==> config.mk <==
export PLATFORM = sky130hd
export DESIGN_NAME = sync_fifo_ctrl
export DESIGN_NICKNAME = d
export VERILOG_FILES = /design/src/rtl/sync_fifo_ctrl.sv
export SDC_FILE = /design/constraint.sdc
export NUM_CORES = 1
export LEC_CHECK = 0
export BUFFER_PORTS_ARGS = -buffer_cell sky130_fd_sc_hd__buf_2
export CORE_ASPECT_RATIO = 0.7
export CORE_MARGIN = 3
export CORE_UTILIZATION = 40
export CTS_CLUSTER_SIZE = 12
export DETAILED_ROUTE_END_ITERATION = 10
export GPL_ROUTABILITY_DRIVEN = 1
export REMOVE_ABC_BUFFERS = 1
export SYNTH_ARGS = -nofsm -noshare
export SYNTH_HDL_FRONTEND = slang
export SYNTH_SLANG_ARGS = --single-unit
==> constraint.sdc <==
create_clock -name CLK -period 5.1 [get_ports CLK]
set_input_delay 0.255 -clock CLK [delete_from_list [all_inputs] [get_ports CLK]]
set_output_delay 0.255 -clock CLK [all_outputs]
set_load 0.005 [all_outputs]
==> src/rtl/sync_fifo_ctrl.sv <==
// Single-clock FIFO with fill level, almost-full/empty flags and sticky error flags.
// Define SYNC_FIFO_FWFT_EN for first-word-fall-through reads; default is registered 1-cycle reads.
module sync_fifo_ctrl #(
    parameter int unsigned DATA_WIDTH = 8,
    parameter int unsigned ADDR_WIDTH = 4,
    parameter int unsigned AF_LEVEL   = 12,
    parameter int unsigned AE_LEVEL   = 4
) (
    input  logic                  CLK,
    input  logic                  RST,
    input  logic                  W_INC,
    input  logic [DATA_WIDTH-1:0] WR_DATA,
    output logic                  FULL,
    output logic                  ALMOST_FULL,
    input  logic                  R_INC,
    output logic [DATA_WIDTH-1:0] RD_DATA,
    output logic                  RD_VALID,
    output logic                  EMPTY,
    output logic                  ALMOST_EMPTY,
    output logic [ADDR_WIDTH:0]   LEVEL,
    output logic                  OVERFLOW,
    output logic                  UNDERFLOW,
    input  logic                  ERR_CLR
);

    localparam int unsigned DEPTH = 2 ** ADDR_WIDTH;
    localparam logic [ADDR_WIDTH:0] AF_L = AF_LEVEL[ADDR_WIDTH:0];
    localparam logic [ADDR_WIDTH:0] AE_L = AE_LEVEL[ADDR_WIDTH:0];

    logic [DATA_WIDTH-1:0] mem_q [DEPTH];

    logic [ADDR_WIDTH:0] wr_ptr_q, wr_ptr_d;
    logic [ADDR_WIDTH:0] rd_ptr_q, rd_ptr_d;
    logic [ADDR_WIDTH:0] level_q, level_d;
    logic                full_q, full_d;
    logic                empty_q, empty_d;
    logic                af_q, af_d;
    logic                ae_q, ae_d;
    logic                ovf_q, ovf_d;
    logic                unf_q, unf_d;
    logic                wr_en, rd_en;

    // Accept decisions use only the registered flags, so a full/empty FIFO
    // never accepts on the strength of a simultaneous opposite operation.
    assign wr_en = W_INC && !full_q;
    assign rd_en = R_INC && !empty_q;

    // NOTE: every combinational output gets a default first so no latch is inferred.
    always_comb begin
        wr_ptr_d = wr_ptr_q;
        rd_ptr_d = rd_ptr_q;
        if (wr_en) wr_ptr_d = wr_ptr_q + 1'b1;
        if (rd_en) rd_ptr_d = rd_ptr_q + 1'b1;

        // Pointer difference modulo 2*DEPTH yields 0..DEPTH directly.
        level_d = wr_ptr_d - rd_ptr_d;
        full_d  = (wr_ptr_d[ADDR_WIDTH] != rd_ptr_d[ADDR_WIDTH]) &&
                  (wr_ptr_d[ADDR_WIDTH-1:0] == rd_ptr_d[ADDR_WIDTH-1:0]);
        empty_d = (wr_ptr_d == rd_ptr_d);
        af_d    = (level_d >= AF_L);
        ae_d    = (level_d <= AE_L);

        ovf_d = ovf_q;
        if (W_INC && full_q)   ovf_d = 1'b1;
        else if (ERR_CLR)      ovf_d = 1'b0;

        unf_d = unf_q;
        if (R_INC && empty_q)  unf_d = 1'b1;
        else if (ERR_CLR)      unf_d = 1'b0;
    end

    // NOTE: sequential state uses non-blocking assignments only.
    always_ff @(posedge CLK or negedge RST) begin
        if (!RST) begin
            wr_ptr_q <= '0;
            rd_ptr_q <= '0;
            level_q  <= '0;
            full_q   <= 1'b0;
            empty_q  <= 1'b1;
            af_q     <= 1'b0;
            ae_q     <= 1'b1;
            ovf_q    <= 1'b0;
            unf_q    <= 1'b0;
        end else begin
            wr_ptr_q <= wr_ptr_d;
            rd_ptr_q <= rd_ptr_d;
            level_q  <= level_d;
            full_q   <= full_d;
            empty_q  <= empty_d;
            af_q     <= af_d;
            ae_q     <= ae_d;
            ovf_q    <= ovf_d;
            unf_q    <= unf_d;
        end
    end

    // NOTE: storage is deliberately left out of reset; stale words are unreachable
    // once the pointers are cleared, and a plain RAM can then be inferred.
    always_ff @(posedge CLK) begin
        if (wr_en) mem_q[wr_ptr_q[ADDR_WIDTH-1:0]] <= WR_DATA;
    end

`ifdef SYNC_FIFO_FWFT_EN
    assign RD_DATA  = mem_q[rd_ptr_q[ADDR_WIDTH-1:0]];
    assign RD_VALID = !empty_q;
`else
    logic [DATA_WIDTH-1:0] rd_data_q;
    logic                  rd_valid_q;

    always_ff @(posedge CLK or negedge RST) begin
        if (!RST) begin
            rd_data_q  <= '0;
            rd_valid_q <= 1'b0;
        end else begin
            rd_valid_q <= rd_en;
            if (rd_en) rd_data_q <= mem_q[rd_ptr_q[ADDR_WIDTH-1:0]];
        end
    end

    assign RD_DATA  = rd_data_q;
    assign RD_VALID = rd_valid_q;
`endif

    assign FULL         = full_q;
    assign ALMOST_FULL  = af_q;
    assign EMPTY        = empty_q;
    assign ALMOST_EMPTY = ae_q;
    assign LEVEL        = level_q;
    assign OVERFLOW     = ovf_q;
    assign UNDERFLOW    = unf_q;

endmodule
==> reports/results.tsv <==
stage	metric	value	unit
cells_and_area	register area	4598	sq um
place	I/O Buffers	32	
place	hpwl dp	7.890	mm
sta	setup TNS	0	ns
die	die area	17530	sq um
sta	final hold viol count	0	
setup_path	Req. time, crit path	5.41	ns
sta	fin. max-slew vios	0	
sta	RSZ-0062 raised after global routing	false	
route	routed len/inst	22.18	microns
yosys	post-synthesis sequential area ratio	72.04	%
yosys	XOR/XNOR share of the synthesized area	1.784	%
pwr	Peak VDD IR	0.2683	mV
clocking	Num CTS Buffers	17	
yosys	Synth Register Bits	158	
yosys	Synth Area in Simple Gates	3.490	%
pwr	PwrDens	620.5	nW/um^2
clocking	H-tree lvl count	4	
route	Initial DRC Count	216	
yosys	Syn Area/Cell	21.13	sq um
route	# DRC	0	
grt	Total Routing Usage GR	14.75	%
setup_path	nature of the critical path startpoint	register	
setup_path	CP Max Fanout	35	
yosys	share of the synthesized area in the top cell type	60.24	%
cells_and_area	area of the multi-input gates	1628	sq um
grt	GRT overflow	0	
yosys	leading area contributor after synthesis	edfxtp_1	
cells_and_area	layout cells sized above 1	26.33	%
sta	relative slew slack	28.09	%
yosys	compound-cell area share of the yosys netlist	0.7451	%
die	DIE HEIGHT	111.7	microns
setup_path	R2R cell count	8	
grt	initial antenna violation count	0	
route	Via density	5.315	
clocking	CTS tree	yes	
yosys	Area contributors post-synth	edfxtp_1, dfrtp_1, mux4_1, mux4_2, mux2_4	
cells_and_area	# nets final	367	
yosys	mux contribution to synthesized area	17.41	%
clocking	clk buf depth	2	
yosys	Yosys cell types	32	
yosys	Yosys warning count	0	
yosys	synthesized cell area	6381	sq um
flow_run	max-cap violations	0	
pwr	total power	0.004557	W
yosys	largest family of logic cells by synthesized area	multiplexers	
worst_hold_path	HP Class	input port to register	
route	via count	2934	
route	drt pass-1 iters	4	
route	Final ANT Viol Nets	0	
setup_path	Worst EP arrival	3.13	ns
sta	maximum clock rate	354.6	MHz
clocking	Clock transition at path regs	0.06	ns
yosys	synthesized instance count	302	
yosys	area share of fa/ha/maj cells after synthesis	2.078	%
setup_path	crit path kind	register to register	
cells_and_area	diode count	0	
cells_and_area	highest-count cells in the layout ignoring fill and taps	edfxtp_1, buf_2, dfrtp_1	
cells_and_area	commonest non-fill, non-tap cell in the layout	edfxtp_1	
die	core area	15140	sq um
worst_hold_path	hold path depth	2	
clocking	CTS root buffer	clkbuf_16	
cells_and_area	Filler Cell Count	1224	
status	outcome	completed	
sta	Final setup viols	0	
clocking	Clk Latency, worst-skew pair	0.42	ns
grt	vias in the first global route	2895	
die	initial core utilization	42.15	%
setup_path	Crit. End Element	register	
pwr	Pleak	2.676	nW
die	Rows	37	
sta	clk_skew	0.01167	ns
sta	Slew @ Worst Pin	1.079	ns
route	Post-Route WL	12.25	mm
cells_and_area	synth-to-layout area growth	15.10	%
place	GPL Wtd Cong	0.7699	
sta	fin crit share	55.30	%
die	die width	157.0	microns
grt	largest net degree at the start of global routing	36	
clocking	clk sinks	158	
die	I/O pin total	33	
grt	first-pass GRT wire length	18.47	mm
sta	Final min period	2.820	ns
[cells by family (layout without fill, tap and decap cells)]
| group | count (synthesis) | after routing |
|---|---|---|
| compound gates | 9 | 9 |
| simple gates | 38 | 38 |
| fa+ha+maj | 10 | 10 |
| flops | 158 | 158 |
| xor+xnor | 13 | 13 |
| mux | 49 | 49 |
| buf+inv | 25 | 80 |
[registers in the layout, indices dropped and copies added (netlist names)]
register / cells
ALMOST_EMPTY: 1
ALMOST_FULL: 1
EMPTY: 1
FULL: 1
LEVEL: 5
OVERFLOW: 1
RD_DATA: 8
RD_VALID: 1
UNDERFLOW: 1
mem_q: 128
rd_ptr_q: 5
wr_ptr_q: 5
[critical path, stage by stage (launching register included)]
cell      delay (ns)
dfrtp_2         1.08
ha_1            0.31
nand3b_1        0.10
xor2_1          0.31
ha_1            0.32
a21oi_1         0.14
o21ai_1         0.08
xor2_1          0.18
a21o_1          0.19
[cell usage after synthesis]
master	instances
dfrtp_1	28
edfxtp_1	128
xor2_1	8
and2_1	15
o21ai_0	4
dfstp_2	2
mux4_1	21
a21oi_1	2
clkbuf_1	2
mux2_4	8
xnor2_1	5
buf_4	1
and3b_1	1
mux4_2	19
fa_1	1
nand4_1	3
nor2_1	4
mux2_2	1
buf_6	3
nor2b_1	1
a21o_1	1
nand2_1	7
nor2b_2	1
nand3_1	1
inv_1	14
ha_1	9
o21ai_1	2
nand3b_1	2
buf_2	2
nor3b_1	2
buf_8	3
and4b_1	1
[power by group]
group          switching, W  internal, W  leakage [nW]
combinational      0.000655     0.000691         0.847
sequential         0.000213      0.00164          1.51
clock              0.000501     0.000853         0.318
[per-layer routing]
layer  vias up  part of all wire, %  GRT usage (%)
li1       1301                    -              -
met2        57                   42          18.43
met5         -                    0              0
met4         0                 0.99          5.248
met3        10                  3.8          3.108
met1      1566                   54          24.93
[metrics by stage]
| step | cells | setup slack, ns | hold slack (ns) | area [sq um] | util (%) |
|---|---|---|---|---|---|
| final | 552 | 2.280 | 0.02979 | 7345 | 48.52 |
| after global routing | 552 | 2.008 | 0.04301 | 7345 | 48.52 |
| after CTS | 552 | 2.192 | 0.02186 | 7345 | 48.52 |
| after floorplan | 291 | 2.259 | -0.04059 | 6277 | - |
| after global placement | 519 | 2.307 | 0.3630 | 6690 | 44.19 |
| after detailed placement | 519 | 2.215 | 0.3617 | 6690 | 44.19 |
[final timing paths]
path	slack [ns]	end	start
min reg2reg	0.51	RD_DATA[5]$_DFFE_PN0N_	RD_DATA[5]$_DFFE_PN0N_
max in group asynchronous	4.12	rd_ptr_q[0]$_DFF_PN0_	RST
max reg2reg	2.28	ALMOST_FULL$_DFF_PN0_	rd_ptr_q[0]$_DFF_PN0_
min in group asynchronous	0.45	OVERFLOW$_DFFE_PN0P_	RST
min	0.03	UNDERFLOW$_DFFE_PN0P_	ERR_CLR
max	2.28	ALMOST_FULL$_DFF_PN0_	rd_ptr_q[0]$_DFF_PN0_
[timing repair]
item	in CTS	in global routing
resized for setup	0	0
hold buffers	1	0
buffers inserted	0	0
hold endpoints to repair	28	0
[final cells by class]
class	count	share of cell area (%)
clock buffer	25	7.496
clock inverter	7	1.278
inverter	14	0.7155
multi-input combinational	119	22.16
sequential	158	62.61
tap	195	3.322
timing repair buffer	34	2.419
No activity file was read; power rests on OpenSTA's default activity.
